<file path="src/rtl/systolic_seq_2by2.sv">
// Sequencer for an external 2x2 output-stationary systolic array: latches A and B,
// clears the array, skews the operand feeds over three cycles, drains, then captures C.
module systolic_seq_2by2 #(
    parameter int unsigned DRAIN_CYCLES = 3
) (
    input  logic        clk,
    input  logic        reset_n,
    input  logic        start,
    input  logic        abort,
    input  logic [31:0] a_mat,
    input  logic [31:0] b_mat,
    output logic        ready,
    output logic        done,
    output logic [31:0] c_mat,
    output logic        arr_reset,
    output logic [7:0]  arr_a1,
    output logic [7:0]  arr_a2,
    output logic [7:0]  arr_b1,
    output logic [7:0]  arr_b2,
    input  logic [7:0]  arr_c1,
    input  logic [7:0]  arr_c2,
    input  logic [7:0]  arr_c3,
    input  logic [7:0]  arr_c4
);

    // state     | meaning
    // S_IDLE    | waiting for start, ready=1
    // S_CLR     | one-cycle array clear
    // S_FEED0   | A11/B11 into PE11
    // S_FEED1   | A12/B21 into row/col 1, A21/B12 into row/col 2
    // S_FEED2   | A22/B22 into row/col 2
    // S_DRAIN   | zero feeds while the skewed products settle
    // S_CAPTURE | accumulators sampled into c_mat on exit
    // S_DONE    | one-cycle done pulse
    typedef enum logic [2:0] {
        S_IDLE,
        S_CLR,
        S_FEED0,
        S_FEED1,
        S_FEED2,
        S_DRAIN,
        S_CAPTURE,
        S_DONE
    } state_t;

    localparam logic [3:0] DRAIN_LOAD = 4'(DRAIN_CYCLES - 1);

    state_t      state_q, state_d;
    logic [3:0]  drain_cnt_q, drain_cnt_d;
    logic [31:0] a_q, a_d;
    logic [31:0] b_q, b_d;
    logic [31:0] c_mat_q, c_mat_d;
    logic        ready_q, ready_d;
    logic        done_q, done_d;
    logic        arr_reset_q, arr_reset_d;
    logic [7:0]  arr_a1_q, arr_a1_d;
    logic [7:0]  arr_a2_q, arr_a2_d;
    logic [7:0]  arr_b1_q, arr_b1_d;
    logic [7:0]  arr_b2_q, arr_b2_d;
    logic        abort_hit;

    always_ff @(posedge clk or negedge reset_n) begin
        if (!reset_n) begin
            state_q     <= S_IDLE;
            drain_cnt_q <= 4'd0;
            a_q         <= 32'd0;
            b_q         <= 32'd0;
            c_mat_q     <= 32'd0;
            ready_q     <= 1'b1;
            done_q      <= 1'b0;
            arr_reset_q <= 1'b1;
            arr_a1_q    <= 8'd0;
            arr_a2_q    <= 8'd0;
            arr_b1_q    <= 8'd0;
            arr_b2_q    <= 8'd0;
        end else begin
            state_q     <= state_d;
            drain_cnt_q <= drain_cnt_d;
            a_q         <= a_d;
            b_q         <= b_d;
            c_mat_q     <= c_mat_d;
            ready_q     <= ready_d;
            done_q      <= done_d;
            arr_reset_q <= arr_reset_d;
            arr_a1_q    <= arr_a1_d;
            arr_a2_q    <= arr_a2_d;
            arr_b1_q    <= arr_b1_d;
            arr_b2_q    <= arr_b2_d;
        end
    end

    always_comb begin
        state_d     = state_q;
        drain_cnt_d = drain_cnt_q;
        abort_hit   = 1'b0;
        case (state_q)
            S_IDLE:    if (start && !abort) state_d = S_CLR;
            S_CLR:     state_d = S_FEED0;
            S_FEED0:   state_d = S_FEED1;
            S_FEED1:   state_d = S_FEED2;
            S_FEED2: begin
                state_d     = S_DRAIN;
                drain_cnt_d = DRAIN_LOAD;
            end
            S_DRAIN: begin
                if (drain_cnt_q == 4'd0) state_d = S_CAPTURE;
                else                     drain_cnt_d = drain_cnt_q - 4'd1;
            end
            S_CAPTURE: state_d = S_DONE;
            S_DONE:    state_d = S_IDLE;
            default:   state_d = S_IDLE;
        endcase
        // Abort only cancels work in flight; DONE always completes its pulse.
        if (abort && state_q != S_IDLE && state_q != S_DONE) begin
            state_d     = S_IDLE;
            drain_cnt_d = 4'd0;
            abort_hit   = 1'b1;
        end
    end

    // Outputs are decoded from the next state so every port comes straight off a flop.
    always_comb begin
        a_d         = a_q;
        b_d         = b_q;
        c_mat_d     = c_mat_q;
        ready_d     = (state_d == S_IDLE);
        done_d      = (state_d == S_DONE);
        arr_reset_d = (state_d == S_CLR) || abort_hit;
        arr_a1_d    = 8'd0;
        arr_a2_d    = 8'd0;
        arr_b1_d    = 8'd0;
        arr_b2_d    = 8'd0;
        if (state_q == S_IDLE && state_d == S_CLR) begin
            a_d = a_mat;
            b_d = b_mat;
        end
        if (state_q == S_CAPTURE && state_d == S_DONE) begin
            c_mat_d = {arr_c1, arr_c2, arr_c3, arr_c4};
        end
        case (state_d)
            S_FEED0: begin
                arr_a1_d = a_q[31:24];
                arr_b1_d = b_q[31:24];
            end
            S_FEED1: begin
                arr_a1_d = a_q[23:16];
                arr_b1_d = b_q[15:8];
                arr_a2_d = a_q[15:8];
                arr_b2_d = b_q[23:16];
            end
            S_FEED2: begin
                arr_a2_d = a_q[7:0];
                arr_b2_d = b_q[7:0];
            end
            default: ;
        endcase
    end

    assign ready     = ready_q;
    assign done      = done_q;
    assign c_mat     = c_mat_q;
    assign arr_reset = arr_reset_q;
    assign arr_a1    = arr_a1_q;
    assign arr_a2    = arr_a2_q;
    assign arr_b1    = arr_b1_q;
    assign arr_b2    = arr_b2_q;

endmodule
</file>
<file path="config.mk">
export PLATFORM = sky130hd
export DESIGN_NAME = systolic_seq_2by2
export DESIGN_NICKNAME = d
export VERILOG_FILES = /design/src/rtl/systolic_seq_2by2.sv
export SDC_FILE = /design/constraint.sdc
export NUM_CORES = 1
export LEC_CHECK = 0
export BUFFER_PORTS_ARGS = -buffer_cell sky130_fd_sc_hd__buf_4
export CAP_MARGIN = 20
export CORE_MARGIN = 2
export CORE_UTILIZATION = 50
export CTS_CLUSTER_SIZE = 12
export DETAILED_ROUTE_END_ITERATION = 10
export PLACE_DENSITY_LB_ADDON = 0.12
export SLEW_MARGIN = 20
export SYNTH_ARGS = -nofsm -noshare
export SYNTH_HDL_FRONTEND = slang
export SYNTH_SLANG_ARGS = --single-unit
</file>
<file path="constraint.sdc">
create_clock -name clk -period 1.9 [get_ports clk]
set_input_delay 0.095 -clock clk [delete_from_list [all_inputs] [get_ports clk]]
set_output_delay 0.095 -clock clk [all_outputs]
set_load 0.01 [all_outputs]
</file>
Word level (Yosys, flattened, before mapping) --
Cells that the tools add are included.
Word-level totals: bits in registers 138, input port bits 100, output and inout port bits 67, word-level logic and storage cells 52
Operators by class: $add $sub $neg 1, equality and inequality tests 14, mux-type cells 12, reduce and logical (&&, ||, !) cells 13
Operators with widths (count):
- one-hot mux 8 bit (2 select lines) | 4
- one-hot mux 3 bit (8 select lines) | 1
- equality test 3 bit (second input constant) | 6
- equality test 3 x 2 -> 1 bit (second input constant) | 4
- two-way mux 3 bit | 3
- two-way mux 4 bit | 2
- one-hot mux 4 bit (2 select lines) | 1
- equality test 3 x 1 -> 1 bit (second input constant) | 2
- logical NOT 3 bit | 2
- != test 3 bit (second input constant) | 2
- nonzero test 3 bit | 2
- logical AND 1 bit | 5
- logical NOT 4 bit | 1
- subtractor 4 x 1 -> 4 bit (second input constant) | 1
- AND reduction 2 bit | 1
- logical NOT 1 bit | 1
- logical OR 1 bit | 1
- two-way mux 1 bit | 1

Longest topological paths before layout --
Gate-level depths: netlist (run 1).
word-level depth 7, mapped depth 6, gate-level depth less buffers 6

Least setup slack after synthesis (run 1) --
Ideal clock, no wire load.
path type reg2reg, start reg state_q[0], end reg a_q[0], setup time 0.125 ns, arrival time 1.456 ns, data required time 1.775 ns, path slack 0.319 ns, stages on the path, launching flop included 7, buffers on the path 3, clock period less this slack 1.581 ns, cell sequence dfrtp_1 buf_2 nor4_1 nand2_1 buf_6 buf_6 mux2_4
Between the ends: longest elaborated chain between the ends 6, elaborated cells between the ends (all ways) 18, classes of those cells 9 x eq/ne; 4 x mux; 5 x reduce/logical
Ends and longest elaborated chain:
- start, declared | RTL line 48 | state_t state_q, state_d;
- start signal, assigned | RTL line 77 | state_q <= state_d;
- branches (longest 5 deep; another with one-hot mux 3 bit (8 select lines))
- logical AND 1 bit (*) | RTL line 133 | if (state_q == S_IDLE && state_d == S_CLR) begin
- end signal, assigned | RTL line 66 | a_q <= 32'd0;
- end signal, assigned | RTL line 79 | a_q <= a_d;
- end, declared | RTL line 50 | logic [31:0] a_q, a_d;
Every way passes the cells marked *. A chain may end at the register's enable or synchronous reset.

Worst setup path in the final report (run 1) --
start reg state_q[1], end reg ready_q (netlist: ready)
Between the ends: longest elaborated chain between the ends 5, elaborated cells between the ends (all ways) 17, classes of those cells 8 x eq/ne; 4 x mux; 5 x reduce/logical
Ends and longest elaborated chain:
- branches (longest 3 deep; another with one-hot mux 3 bit (8 select lines))
- two-way mux 3 bit (*) | RTL line 114 | if (abort && state_q != S_IDLE && state_q != S_DONE) begin
- logical NOT 3 bit (*) | RTL line 126 | ready_d = (state_d == S_IDLE);
- named net ready_d | RTL line 53 | logic ready_q, ready_d;
- end signal, assigned | RTL line 82 | ready_q <= ready_d;
- end, declared | RTL line 53
Mark *: on every way through the listed nets, which the timed path passes.

==> summary.txt, run 1 <==
Floorplan
  – Top Ports: between 150 and 200
  – Die width: 108 µm
  – Placeable Area: 10700 µm²
  – FP Rows: 38
  – Initial Util: roughly 51%
  – Die footprint: 11700 µm²
  – Die Ht: 108 µm

Critical path
  – Worst R2R End: ready$_DFF_PN1_
  – CP endpoint: ready$_DFF_PN1_
  – R2R Setup Slk: 0.11 ns
  – Critical path peak fanout: 7
  – Worst setup SP type: register
  – CP arrival: 2.25 ns
  – Crit end category: register
  – Critical path cell sequence: buf_4 > or3_1 > o21ai_0 > dlygate4sd3_1
  – Max incr delay on CP: 0.57 ns
  – CP top delay family: buffers and inverters
  – Kind of critical path: reg2reg
  – Slowest cell on crit path: dlygate4sd3_1
  – CP startpoint: state_q[1]$_DFF_PN0_
  – Required time of the critical path: 2.36 ns
  – Buf/Inv on CP: 2
  – Critical path depth in cells: 4
  – Worst r2r path cells: 4
  – R2R Path Start: state_q[1]$_DFF_PN0_

Clock network
  – Sink Count: 138
  – H-tree levels: 4
  – Clock buffer depth: 2
  – Setup repair bufs after CTS: 0
  – Clock slew seen by the registers of the worst setup and hold paths: 0.06 ns
  – CTS Buf Count: 17
  – Clk_lat worst skew: 0.52 ns
  – CTS tree: done
  – CTS Root Cell: clkbuf_8

STA
  – Achievable clock frequency: 559 MHz
  – Fin Setup TNS: 0 ns
  – Min Tclk post-route: ~1.8 ns
  – Final Hold Vio Count: 0
  – Final max-slew violation count: 0
  – Rel. slew slack: 66.2%
  – Fin crit share: 94.2%
  – Worst-margin pin slew: approximately 0.50 ns
  – Endpoints failing setup: 0
  – Final Skew: 0.00502 ns
  – RSZ-0062 raised after global routing: no

Drt
  – ANT nets after route: 0
  – DRC viols: 0
  – DRT Pass-1 Iters: 6
  – Final WL: 12.6 mm
  – Via count: 3744
  – DR iter-0 viols: a little over 90
  – Routed via count divided by cell count: 4.91
  – DR WL/cell: about 17 µm

Hold path
  – Min-Delay Path Class: in2async

Pwr
  – Max VDD drop: between 0.0006 and 0.0007 V
  – PD cells: 1240 nW/µm²
  – Leak pwr: between 4 and 5 nW

GRT
  – Total Routing Usage GR: 22.6%
  – Vias in the first global route: 3944
  – GRT Residual Overflow: 0
  – First-pass GRT wire length: around 20 mm
  – Pin count of the biggest net entering global routing: 55
  – Initial antenna violation count: 0

Yosys
  – Post-synthesis cell type count: 32
  – Synth warn: 0
  – Synthesized area per cell: 16.5 µm²
  – Mapped cell area: 5440 µm²
  – Synth Register Bits: around 140
  – Syn Nets: 432
  – Post-synthesis sequential area ratio: between 60% and 70%
  – Post-synthesis cell count: 330

Placed design
  – Placed insts: 631
  – Routability cong.: about 0.72
  – Post-DP HPWL: 7.41 mm
  – Port bufs: between 150 and 200

Final layout
  – Post-Layout Cell Count: approximately 760
  – Highest-count cells in the layout ignoring fill and taps: buf_4 (175), dfrtp_1 (136), dlygate4sd3_1 (100), mux2_4 (49), mux2_2 (47)
  – ANT cells: 0
  – Share of cells above drive strength 1: 50.6%
  – P&R area growth vs syn: 56.8%
  – Fillers: ~600
  – Final #Nets: 712
  – Commonest non-fill, non-tap cell in the layout: buf_4
  – Post-layout util: 79.3%

Flow run
  – Max-cap violations: 0

Outcome
  – Run status: finished, final reports clean
[final cells by class]
class                   count  area (µm²)  area share (%)
flip-flops and latches    138        3460            40.5
multi-input cells         171        1870            21.9
inverters                   2        7.51          0.0881
repair buffers            280        2410            28.2
clock inverters            11         143            1.67
well taps                 140         175            2.05
clock buffers              21         469            5.50
[state kept, by name, indices dropped and copies added (netlist names)]
register / count
a_q: 32
arr_a1: 8
arr_a2: 8
arr_b1: 8
arr_b2: 8
arr_reset: 1
b_q: 32
c_mat: 32
done: 1
drain_cnt_q: 4
ready: 1
state_q: 3
[worst min-delay path by stage]
stage                                       end  depth (start not counted)     from
after global placement    c_mat[10]$_DFFE_PN0P_                          1  reset_n
after global routing      c_mat[10]$_DFFE_PN0P_                          2  reset_n
after detailed placement  c_mat[10]$_DFFE_PN0P_                          1  reset_n
after floorplan              a_q[0]$_DFFE_PN0P_                          0  reset_n
final                     c_mat[10]$_DFFE_PN0P_                          2  reset_n
after CTS                  c_mat[7]$_DFFE_PN0P_                          2  reset_n
[metal layers]
metal | global-route usage [%] | wire [µm] | up-vias
met3 | 7.78 | 857 | 20
met5 | 0 | 0 | -
met4 | 7.78 | 185 | 0
met2 | 36.7 | 6190 | 122
met1 | 28.4 | 5410 | 1850
li1 | - | - | 1752
[cell families (layout without fill, tap and decap cells)]
kind of cell    count (synthesis)  in the layout  synth area share [%]
mux                            96             96                  23.3
xor+xnor                        1              1                 0.161
simple gates                   26             26                  3.13
buf+inv                        21            314                  2.58
compound gates                 46             46                  6.86
flops                         138            138                  63.6
fa+ha+maj                       2              2                 0.460
[what timing repair did]
item	4_1_cts	5_1_grt
hold endpoints to repair	212	0
hold buffers	100	0
resized for setup	0	0
[Yosys cell counts, drive strengths merged]
master,count,area share [%]
a211o,1,0.16
a211oi,1,0.14
a21o,1,0.14
a21oi,4,0.37
a22o,32,5.2
a31oi,2,0.23
buf,19,2.4
dfrtp,136,63
dfstp,2,0.97
ha,2,0.46
inv,2,0.14
mux2,96,23
nand2,7,0.48
nand2b,4,0.46
nand4bb,2,0.41
nor2,2,0.14
nor2b,2,0.23
nor3,2,0.28
nor3b,3,0.51
nor4,2,0.23
nor4b,1,0.28
o21ai,1,0.092
o21bai,1,0.14
o22ai,1,0.12
o2bb2ai,1,0.16
o31a,1,0.16
or3,1,0.12
xor2,1,0.16
[power breakdown]
group          internal, W  leakage [nW]  switching (W)  total, W
combinational      0.00180          2.25       0.000951   0.00275
sequential         0.00393          1.75       0.000528   0.00445
clock              0.00213         0.288        0.00120   0.00333
[through the flow]
stage	hold slack [ns]	setup slack, ns	total power, W	area [µm²]
global route	0.120	0.00721	0.0111	8530
global placement	0.0706	0.198	0.00695	6910
floorplan	-0.201	0.319	0.00598	5440
detailed placement	0.0729	0.180	0.00706	6910
CTS	0.101	0.145	0.0106	8530
finish	0.0880	0.111	0.0105	8530
Power figures use the tool's default switching activity.
==> inputs of run 2 (changes only) <==
--- a/config.mk
+++ b/config.mk
@@ -12,5 +12,5 @@
 export CTS_CLUSTER_SIZE = 12
 export DETAILED_ROUTE_END_ITERATION = 10
-export PLACE_DENSITY_LB_ADDON = 0.12
+export PLACE_DENSITY = 0.8
 export SLEW_MARGIN = 20
 export SYNTH_ARGS = -nofsm -noshare
==> constraint.sdc (replaced) <==
create_clock -name clk -period 1.9 [get_ports clk]
set_input_delay 0.19 -clock clk [delete_from_list [all_inputs] [get_ports clk]]
set_output_delay 0.19 -clock clk [all_outputs]
set_load 0.01 [all_outputs]
==> summary.txt, run 2 (synthesized netlist as in run 1, its figures left out) <==
Critical path
  – Critical path peak fanout: 34
  – Worst setup SP type: register
  – Crit end category: register
  – Kind of critical path: reg2reg
  – CP arrival: around 2.2 ns
  – Required time of the critical path: ~2.3 ns

Drt
  – DRC viols: 0
  – Final WL: 14.9 mm
  – DR iter-0 viols: 187
  – Via count: 3892
  – ANT nets after route: 0
  – DRT Pass-1 Iters: 4
  – DR WL/cell: roughly 20 µm
  – Routed via count divided by cell count: 5.11

GRT
  – GRT Residual Overflow: 0
  – First-pass GRT wire length: 22.7 mm
  – Pin count of the biggest net entering global routing: 61
  – Vias in the first global route: between 4000 and 5000
  – Initial antenna violation count: 0
  – Total Routing Usage GR: 26.6%

Floorplan
  – Initial Util: 50.6%
  – FP Rows: 38
  – Die footprint: 11700 µm²
  – Die Ht: 108 µm
  – Top Ports: 167
  – Die width: 108 µm
  – Placeable Area: 10700 µm²

Pwr
  – Flop pwr share: 42.7%
  – Total Power: 0.0107 W
  – Clk pwr share: between 30% and 40%
  – Switching power: between 0.002 and 0.003 W
  – Leak pwr: 4.27 nW
  – Combinational power share: about a quarter
  – Switching share of total power: approximately 27%
  – PD cells: 1250 nW/µm²
  – Int Pwr: about 0.0077 W
  – Max VDD drop: 0.000707 V

Flow run
  – Max-cap violations: 0

Final layout
  – Share of cells above drive strength 1: 50.5%
  – Highest-count cells in the layout ignoring fill and taps: buf_4 (175), dfrtp_1 (136), dlygate4sd3_1 (99), mux2_4 (49), mux2_2 (47)
  – Design Area, Final: 8490 µm²
  – Commonest non-fill, non-tap cell in the layout: buf_4
  – Final #Nets: 711
  – Fillers: between 600 and 700
  – FF/Latch Area: 3460 µm²
  – Area occupied by multi-input gates: 1870 µm²
  – P&R area growth vs syn: 56.2%
  – ANT cells: 0

STA
  – Fin crit share: 94.2%
  – Achievable clock frequency: roughly 560 MHz
  – Fin Setup TNS: 0 ns
  – Worst hold slack: 0.222 ns
  – Min Tclk post-route: approximately 1.8 ns
  – Worst-margin pin slew: between 0.5 and 0.6 ns
  – RSZ-0062 raised after global routing: no
  – Final Hold Vio Count: 0
  – Rel. slew slack: 63.1%
  – Final max-slew violation count: 0
  – Final Skew: 0.0105 ns
  – Endpoints failing setup: 0

Clock network
  – CTS tree: done
  – Clock slew seen by the registers of the worst setup and hold paths: 0.06 ns
  – Sink Count: 138
  – Post_cts resized: 0
  – Setup repair bufs after CTS: 0
  – Clk_lat worst skew: 0.52 ns
  – H-tree levels: 4
  – Clock buffer depth: 2
  – CTS Buf Count: 17
  – CTS Root Cell: clkbuf_8

Placed design
  – Post-DP HPWL: 8.07 mm
  – Routability cong.: 0.768
  – DP Area: 6910 µm²
  – Port bufs: 166

Outcome
  – Run status: finished, final reports clean

Hold path
  – Min-Delay Path Class: in2async
==> run 2: timing repair <==
action	4_1_cts	5_1_grt
hold buffers	99	0
setup endpoints to repair	0	0
hold endpoints to repair	155	0
==> run 2: layout make-up <==
class / count / area share, %
Clock buffer: 18 / 4.92
Clock inverter: 14 / 2.03
Inverter: 2 / 0.0884
Multi-Input combinational cell: 171 / 22.0
Sequential cell: 138 / 40.7
Tap cell: 140 / 2.06
Timing Repair Buffer: 279 / 28.2
==> run 2: worst paths after layout <==
check	depth (start not counted)	endpoint	slack [ns]	start
max	5	b_q[13]$_DFFE_PN0P_	0.11	state_q[0]$_DFF_PN0_
min	2	c_mat[25]$_DFFE_PN0P_	0.22	reset_n
max reg2reg	5	b_q[13]$_DFFE_PN0P_	0.11	state_q[0]$_DFF_PN0_
min reg2reg	1	arr_a1[7]$_DFF_PN0_	0.49	a_q[23]$_DFFE_PN0P_
max in group asynchronous	3	b_q[30]$_DFFE_PN0P_	1.01	reset_n
min in group clk	3	a_q[28]$_DFFE_PN0P_	0.44	a_mat[28]
==> run 2: layer usage <==
layer / global-route usage, % / up-vias / wire length (µm)
li1: - / 1755 / -
met1: 30.4 / 1931 / 5870
met2: 46.5 / 171 / 7610
met3: 6.33 / 35 / 907
met4: 13.3 / 0 / 466
met5: 0 / - / 0
==> run 2: power groups by stage <==
stage	combinational [W]	clock (W)	sequential, W
6_report	0.00282	0.00328	0.00455
5_1_grt	0.00301	0.00348	0.00464
4_1_cts	0.00277	0.00333	0.00449
3_3_place_gp	0.00250	0	0.00446
2_1_floorplan	0.00147	0	0.00451
3_5_place_dp	0.00258	0	0.00452
==> run 2: critical path, cell delays in order (launching register included) <==
cell	delay (ns)
dfrtp_1	0.48
nor4_1	0.39
buf_4	0.19
nand2_4	0.07
buf_12	0.19
mux2_4	0.33
==> run 2: through the flow <==
step,instances,utilization (%),setup slack [ns]
after floorplan,330,-,0.319
after global placement,631,64.3,0.239
after detailed placement,631,64.3,0.127
after CTS,762,79.1,0.118
after global routing,762,79.1,0.0455
final,762,79.1,0.110
==> inputs of run 3 (changes only) <==
==> constraint.sdc (replaced) <==
create_clock -name clk -period 1.9 [get_ports clk]
set_input_delay 0.38 -clock clk [delete_from_list [all_inputs] [get_ports clk]]
set_output_delay 0.38 -clock clk [all_outputs]
set_load 0.01 [all_outputs]
==> summary.txt, run 3 (synthesized netlist as in run 1, its figures left out) <==
Pwr
  – Leak pwr: 3.90 nW
  – PD cells: between 1000 and 1500 nW/µm²
  – Total Power: 0.0108 W
  – Max VDD drop: around 0.00067 V

STA
  – Final Skew: 0.00783 ns
  – RSZ-0062 raised after global routing: no
  – Final max-slew violation count: 0
  – Fin Setup TNS: 0 ns
  – Fin crit share: 91.6%
  – Setup slack after layout: 0.159 ns
  – Final Hold Vio Count: 0
  – Min Tclk post-route: roughly 1.7 ns
  – Rel. slew slack: 76.7%
  – Achievable clock frequency: 575 MHz
  – Endpoints failing setup: 0
  – Worst-margin pin slew: 0.346 ns

GRT
  – Initial antenna violation count: 0
  – Vias in the first global route: 3506
  – Pin count of the biggest net entering global routing: between 40 and 50
  – First-pass GRT wire length: 17.8 mm
  – Met1 usage: between 20% and 30%
  – GRT Residual Overflow: 0
  – Global Route met3 Usage: 7.53%
  – Total Routing Usage GR: 20.3%
  – Met2 usage: around 33%
  – Gr busiest metal: met2

Hold path
  – Worst hold stages: 2
  – Min-Delay Path Class: in2reg

Placed design
  – Routability cong.: 0.785
  – Port bufs: 166
  – Placed insts: ~630
  – Post-DP HPWL: 8.06 mm
  – Pre-CTS worst setup slack: a little under 0.08 ns

Drt
  – Routed via count divided by cell count: 5.12
  – ANT nets after route: 0
  – DR WL/cell: about 17 µm
  – Via count: approximately 3400
  – Final WL: 11.6 mm
  – DR iter-0 viols: 113
  – DRC viols: 0
  – DRT Pass-1 Iters: 4

Floorplan
  – Initial Util: 50.6%
  – FP Rows: 38
  – Die Ht: 108 µm
  – Die footprint: 11700 µm²
  – Top Ports: 167
  – Placeable Area: 10700 µm²
  – Die width: roughly 110 µm

Final layout
  – FF/Latch Area: 3460 µm²
  – Final #Nets: 611
  – Share of cells above drive strength 1: 59.8%
  – Highest-count cells in the layout ignoring fill and taps: buf_4 (172), dfrtp_1 (136), mux2_4 (49), mux2_2 (47), a22o_1 (32)
  – ANT cells: 0
  – P&R area growth vs syn: 39.8%
  – Fillers: 717
  – Area occupied by multi-input gates: 1880 µm²
  – Commonest non-fill, non-tap cell in the layout: buf_4
  – Post-Layout Cell Count: 662

Clock network
  – Clock slew seen by the registers of the worst setup and hold paths: roughly 0.06 ns
  – Clock buffer depth: 2
  – CTS Buf Count: 17
  – CTS Root Cell: clkbuf_8
  – Clk_lat worst skew: 0.51 ns
  – Sink Count: 138
  – H-tree levels: 4
  – CTS tree: done

Critical path
  – Worst r2r path cells: 4
  – Worst setup SP type: register
  – Crit end category: register
  – Required time of the critical path: 2.29 ns
  – Max incr delay on CP: ~0.49 ns
  – Critical path cell sequence: nand2b_1 > nor3b_4 > buf_12 > mux2_2
  – Slowest cell on crit path: dfrtp_1
  – Critical path peak fanout: 33
  – CP arrival: about 2.1 ns
  – Kind of critical path: reg2reg

Flow run
  – Max-cap violations: 0

Outcome
  – Run status: finished, final reports clean
## run 3: cell types whose count changed in the layout (fill, tap and decap cells not counted)
cell and change:
clkinvlp_4 -3, bufinv_16 +3, dlygate4sd3_1 -98, inv_6 -2
nor4_1 -1, buf_4 -3, buf_12 +1, clkinv_2 -2
clkbuf_1 +1, clkbuf_8 +3, nor4_2 +1
## run 3: metrics by stage
stage | area [µm²] | utilization (%) | hold WS (ns)
finish | 7600 | 70.7 | 0.0910
global route | 7600 | 70.7 | 0.0631
CTS | 7600 | 70.7 | 0.0672
detailed placement | 6910 | 64.3 | 0.301
global placement | 6910 | 64.3 | 0.292
floorplan | 5440 | - | 0.0844
## run 3: final cells by class
type	instances	share of cell area, %
Inverter	2	0.0987
Multi-Input combinational cell	171	24.7
Timing Repair Buffer	179	18.6
Sequential cell	138	45.5
Clock inverter	10	2.80
Tap cell	140	2.30
Clock buffer	22	6.09
## run 3: critical path: cells and delay by family, from the launching register on
family                 cells  cell delay, ns
multiplexers               1            0.36
flip-flops                 1            0.49
AND/OR/NAND/NOR            2            0.53
buffers and inverters      1            0.23
## run 3: where the power goes
part	internal, W	switching, W	total, W
registers	0.00393	0.000565	0.00449
logic	0.00166	0.000895	0.00256
clock network	0.00251	0.00120	0.00371
total	0.00810	0.00266	0.0108
## run 3: final timing paths
path / startpoint / to / slack, ns
worst max-delay path: state_q[0]$_DFF_PN0_ / c_mat[27]$_DFFE_PN0P_ / 0.16
worst min-delay path: b_mat[16] / b_q[16]$_DFFE_PN0P_ / 0.09
worst max register to register: state_q[0]$_DFF_PN0_ / c_mat[27]$_DFFE_PN0P_ / 0.16
worst min register to register: a_q[7]$_DFFE_PN0P_ / arr_a2[7]$_DFF_PN0_ / 0.50
max in group asynchronous: reset_n / arr_reset$_DFF_PN1_ / 0.84
min in group asynchronous: reset_n / c_mat[24]$_DFFE_PN0P_ / 0.35
## run 3: per-layer routing
| layer | vias up | wire (µm) |
|---|---|---|
| met2 | 142 | 5590 |
| met5 | - | 0 |
| met4 | 0 | 127 |
| met3 | 12 | 1090 |
| li1 | 1552 | - |
| met1 | 1686 | 4760 |
## run 3: timing repair
action	CTS	global route
hold buffers	1	0
hold endpoints to repair	32	0
setup endpoints to repair	0	54
resized for setup	0	1
setup buffers	0	0
